==> src/rtl/fifo_sync_param.sv <==
// Parametrised single-clock FIFO with occupancy count, threshold flags, sticky errors and flush.
// Define FIFO_FWFT_EN for first-word fall-through output; the default build uses a registered read port.
module fifo_sync_param #(
  parameter int DATA_W    = 8,
  parameter int DEPTH     = 16,
  parameter int AF_THRESH = DEPTH - 2,
  parameter int AE_THRESH = 2
) (
  input  logic                       clk,
  input  logic                       rst_n,
  input  logic                       flush,
  input  logic                       wr_en,
  input  logic [DATA_W-1:0]          data_in,
  input  logic                       rd_en,
  output logic [DATA_W-1:0]          data_out,
  output logic                       rd_valid,
  output logic [$clog2(DEPTH):0]     count,
  output logic                       empty,
  output logic                       full,
  output logic                       almost_empty,
  output logic                       almost_full,
  output logic                       overflow,
  output logic                       underflow,
  input  logic                       err_clr
);

  localparam int AW = $clog2(DEPTH);
  localparam int CW = AW + 1;
  localparam logic [CW-1:0] CNT_MAX = CW'(DEPTH);
  localparam logic [CW-1:0] AF_C    = CW'(AF_THRESH);
  localparam logic [CW-1:0] AE_C    = CW'(AE_THRESH);
  localparam logic [CW-1:0] CNT_ONE = CW'(1);
  localparam logic [AW-1:0] PTR_ONE = AW'(1);

  logic [DATA_W-1:0] mem [DEPTH];
  logic [AW-1:0]     wr_ptr;
  logic [AW-1:0]     rd_ptr;
  logic              rd_acc;
  logic              wr_acc;

  // A read at empty is never accepted, so a write at full only goes in alongside a real read.
  always_comb begin
    rd_acc = rd_en && (count != '0) && !flush;
    wr_acc = wr_en && ((count != CNT_MAX) || rd_acc) && !flush;
  end

  always_ff @(posedge clk) begin
    if (!rst_n) begin
      wr_ptr <= '0;
      rd_ptr <= '0;
      count  <= '0;
    end else if (flush) begin
      wr_ptr <= '0;
      rd_ptr <= '0;
      count  <= '0;
    end else begin
      if (wr_acc) wr_ptr <= wr_ptr + PTR_ONE;
      if (rd_acc) rd_ptr <= rd_ptr + PTR_ONE;
      case ({wr_acc, rd_acc})
        2'b10:   count <= count + CNT_ONE;
        2'b01:   count <= count - CNT_ONE;
        default: count <= count;
      endcase
    end
  end

  always_ff @(posedge clk) begin
    if (rst_n && wr_acc) mem[wr_ptr] <= data_in;
  end

  // A new error event takes priority over a clear in the same cycle.
  always_ff @(posedge clk) begin
    if (!rst_n) begin
      overflow  <= 1'b0;
      underflow <= 1'b0;
    end else begin
      if (wr_en && !wr_acc && !flush) overflow <= 1'b1;
      else if (err_clr)               overflow <= 1'b0;
      if (rd_en && !rd_acc && !flush) underflow <= 1'b1;
      else if (err_clr)               underflow <= 1'b0;
    end
  end

  assign empty        = (count == '0);
  assign full         = (count == CNT_MAX);
  assign almost_empty = (count <= AE_C);
  assign almost_full  = (count >= AF_C);

`ifdef FIFO_FWFT_EN
  assign data_out = mem[rd_ptr];
  assign rd_valid = !empty;
`else
  always_ff @(posedge clk) begin
    if (!rst_n) begin
      data_out <= '0;
      rd_valid <= 1'b0;
    end else begin
      rd_valid <= rd_acc;
      if (rd_acc) data_out <= mem[rd_ptr];
    end
  end
`endif

endmodule

==> config.mk <==
export PLATFORM = sky130hd
export DESIGN_NAME = fifo_sync_param
export DESIGN_NICKNAME = d
export VERILOG_FILES = /design/src/rtl/fifo_sync_param.sv
export SDC_FILE = /design/constraint.sdc
export NUM_CORES = 1
export LEC_CHECK = 0
export BUFFER_PORTS_ARGS = -buffer_cell sky130_fd_sc_hd__buf_2
export CORE_AREA = 3 3 106 108
export CTS_CLUSTER_DIAMETER = 150
export CTS_CLUSTER_SIZE = 10
export DETAILED_ROUTE_END_ITERATION = 10
export DIE_AREA = 0 0 109 111
export PLACE_DENSITY = 0.77
export SYNTH_ARGS = -nofsm -noshare
export SYNTH_HDL_FRONTEND = slang
export SYNTH_SLANG_ARGS = --single-unit
export TNS_END_PERCENT = 1
==> constraint.sdc <==
create_clock -name clk -period 3.5 [get_ports clk]
set_input_delay 0.175 -clock clk [delete_from_list [all_inputs] [get_ports clk]]
set_output_delay 0.175 -clock clk [all_outputs]
set_load 0.01 [all_outputs]
==> results.toml <==
[status]
status = "finished, final reports clean"

[power_and_ir_drop]
p_int_w = 0.003182
p_per_area_mw_per_mm2 = 559.1
share_comb_of_total_power = 0.021
power_leakage_nw = 2.305
power.switching_w = 0.0007329
clkPwrFrac = 0.475
p_sw_frac = 0.1872
p_seq_frac = 0.504
power.total_w = 0.003915
ir_worst_vdd_v = 0.0003166

[drt]
viasPerCell = 6.096
dr.first_iter.drc_count = 316
post-route-drc-count = 0
ant_nets = 0
wirelength_um = 12850
wl_per_cell_um = 21.96
drtPass1Iterations = 5
via_count = 3566

[placed_design]
port_buffers = 33
dp_slack_ns = 0.5157
place_hpwl_um = 8100
place.gp.congestion = 0.8166
dp_cells = 552

[run]
cap_violations = 0

[yosys]
synth_top_area_share = 0.6277
yosys.area.top_type = "edfxtp_1"
synth_area_leaders = "edfxtp_1, mux2i_1, dfxtp_1, o22ai_1, ha_1"
syn_nets = 425
synth_area_mm2 = 0.006123
synth.most_common_cell = "edfxtp_1"
ys_seq_area_frac = 0.7062
ys.flop_type = "edfxtp_1"
synth_edf_count = 128
ys_types = 36
ys_ff_latch = 152
syn_inst = 401
ys_warn_count = 0
synth_common_cells = "edfxtp_1, mux2i_1, o22ai_1"
async_reset_ff_frac = 0
avgSynthCellArea_um2 = 15.27

[die]
ios = 34
die-area_mm2 = 0.01210
fp.dieH_um = 111
die_x_um = 109
start_util = 0.5931
core_mm2 = 0.01032
std_cell_rows = 37

[critical_path]
r2r_setup_slack_ns = 0.50
critical-path-slowest-cell = "or4_1"
reg2reg_depth = 9
crit_end = "count[4]"
reg2reg_to = "count[4]"
cp-startpoint = "count[0]"
critPathMaxFanout = 7
cpPeakStageDelay_ns = 0.70
timing.rr.start = "count[0]"
path_cells = "or4_1 > o31a_1 > inv_1 > ha_1 > ha_1 > a21o_1 > a21oi_1 > mux2i_1 > mux2i_1"
crit_path_start_kind = "register"
cp_num_cells = 9
cp.arrival_ns = 3.45
crit_family = "compound AO/OA/AOI/OAI gates"
cp-end-kind = "register"
crit_buf_inv = 1
criticalPathCategory = "reg2reg"
crit_required_ns = 3.95

[min_path]
hold_class = "in2reg"
hold_depth = 3

[cells_and_area]
final_layout_size_suffix_gt1_frac = 0.1581
fin_cells = 585
antenna_cells = 0
nets = 460
area_growth_pct = 14.36

[cts]
cts_inserted_buffers = 17
clockRootBuffer = "clkbuf_8"
postCtsSetupRepairBufs = 0
cts_tree = "done"
clk_latency_ns = 0.52
clk_path_buf_depth = 2
clk_pin_slew_ns = 0.06
h-tree-depth = 4
cts.sink_count = 152

[timing]
slew_violations = 0
worst_pin_slew_ns = 0.8460
finalCriticalPeriod_ns = 3.003
finClkSkew_ns = 0.006946
fin_tns_setup_ns = 0
setup_ws_ns = 0.4974
rsz0062_at_grt = "false"
period_share = 0.8579
finalHoldViolations = 0
setup_violations = 0
slew_headroom = 0.4339
fmax_mhz = 333.0

[grt]
antenna_found_initial = 0
grt_pass1_vias = 3442
grt_pass1_wl_um = 19600
grt_overflow = 0
track_usage = 0.2226
grt_max_degree = 44
==> metrics by stage <==
stage	instance area (um2)	hold slack, ns	utilization
after floorplan	6123	0.2739	-
after global placement	6386	0.4661	0.6186
after detailed placement	6386	0.4995	0.6186
after CTS	7003	0.02861	0.6783
after global routing	7003	0.04686	0.6783
final	7003	0.04047	0.6783
==> routing by layer <==
metal,vias up,global-route usage,share of wire,routed length (um)
met5,-,0,0,0
met4,0,0.07997,0.023,295
met3,29,0.06348,0.076,980
met2,137,0.3456,0.50,6398
met1,1791,0.2999,0.40,5174
li1,1609,-,-,-
==> worst register-to-register path, cell delays in order, from the launching register on <==
cell and delay [ns]:
dfxtp_1 0.38, or4_1 0.70, o31a_1 0.39, inv_1 0.09
ha_1 0.28, ha_1 0.32, a21o_1 0.19, a21oi_1 0.17
mux2i_1 0.23, mux2i_1 0.19
==> worst min path at each step <==
stage,slack [ns],startpoint,end
floorplan,0.27,data_in[0],mem[0][0]
global placement,0.47,overflow,overflow
detailed placement,0.50,overflow,overflow
CTS,0.03,rd_en,overflow
global route,0.05,rd_en,overflow
finish,0.04,rd_en,overflow
==> cell families (layout without fill, tap and decap cells) <==
kind of cell / count (synthesis) / after routing / share of synthesized area
compound gates: 62 / 62 / 0.06477
mux: 70 / 70 / 0.1144
fa+ha+maj: 10 / 10 / 0.02166
simple gates: 73 / 73 / 0.06171
xor+xnor: 8 / 8 / 0.01144
buf+inv: 26 / 74 / 0.01982
flops: 152 / 152 / 0.7062
==> state kept, by name (all words and copies together), names as in the netlist <==
register	count
mem	128
wr_ptr	4
overflow	1
rd_ptr	4
rd_valid	1
data_out	8
count	5
underflow	1
==> cells in the final DEF, fill, tap and decap left out, types with 2 or more instances in the layout <==
cell and n:
buf_2 33, nand2_1 7, inv_1 4, o22ai_1 32
clkbuf_8 3, nand3b_1 6, nor4_1 8, o211ai_1 2
nor2b_1 6, a21o_1 2, clkinvlp_4 2, mux2i_1 70
nand2b_1 3, o21ai_0 8, nor2_1 30, edfxtp_1 128
xnor2_1 3, buf_4 4, or3b_2 4, a21oi_1 12
ha_1 9, clkinv_2 3, nand3_1 4, bufinv_16 4
clkbuf_1 4, clkbuf_16 16, dfxtp_1 23, xor2_1 5
==> power groups by stage <==
stage / combinational (W) / sequential (W) / clock [W]
after global placement: 0.0000777 / 0.00201 / 0
after floorplan: 0.0000338 / 0.00201 / 0
after detailed placement: 0.0000807 / 0.00201 / 0
after CTS: 0.0000830 / 0.00197 / 0.00187
after global routing: 0.0000898 / 0.00197 / 0.00196
final: 0.0000831 / 0.00197 / 0.00186
==> area by class of cell <==
| cell class | count | area, um2 |
|---|---|---|
| clock buffer | 23 | 456.7 |
| tap | 136 | 170.2 |
| clock inverter | 9 | 150.1 |
| sequential | 152 | 4328 |
| fill | 698 | 3321 |
| multi-input combinational | 223 | 1678 |
| inverter | 4 | 15.01 |
| timing repair buffer | 38 | 205.2 |
==> what timing repair did <==
action | in CTS | in global routing
endpoints found under the hold margin | 2 | 0
hold buffers | 1 | 0
gates resized for setup | 0 | 0
No activity file was read; power rests on OpenSTA's default activity.
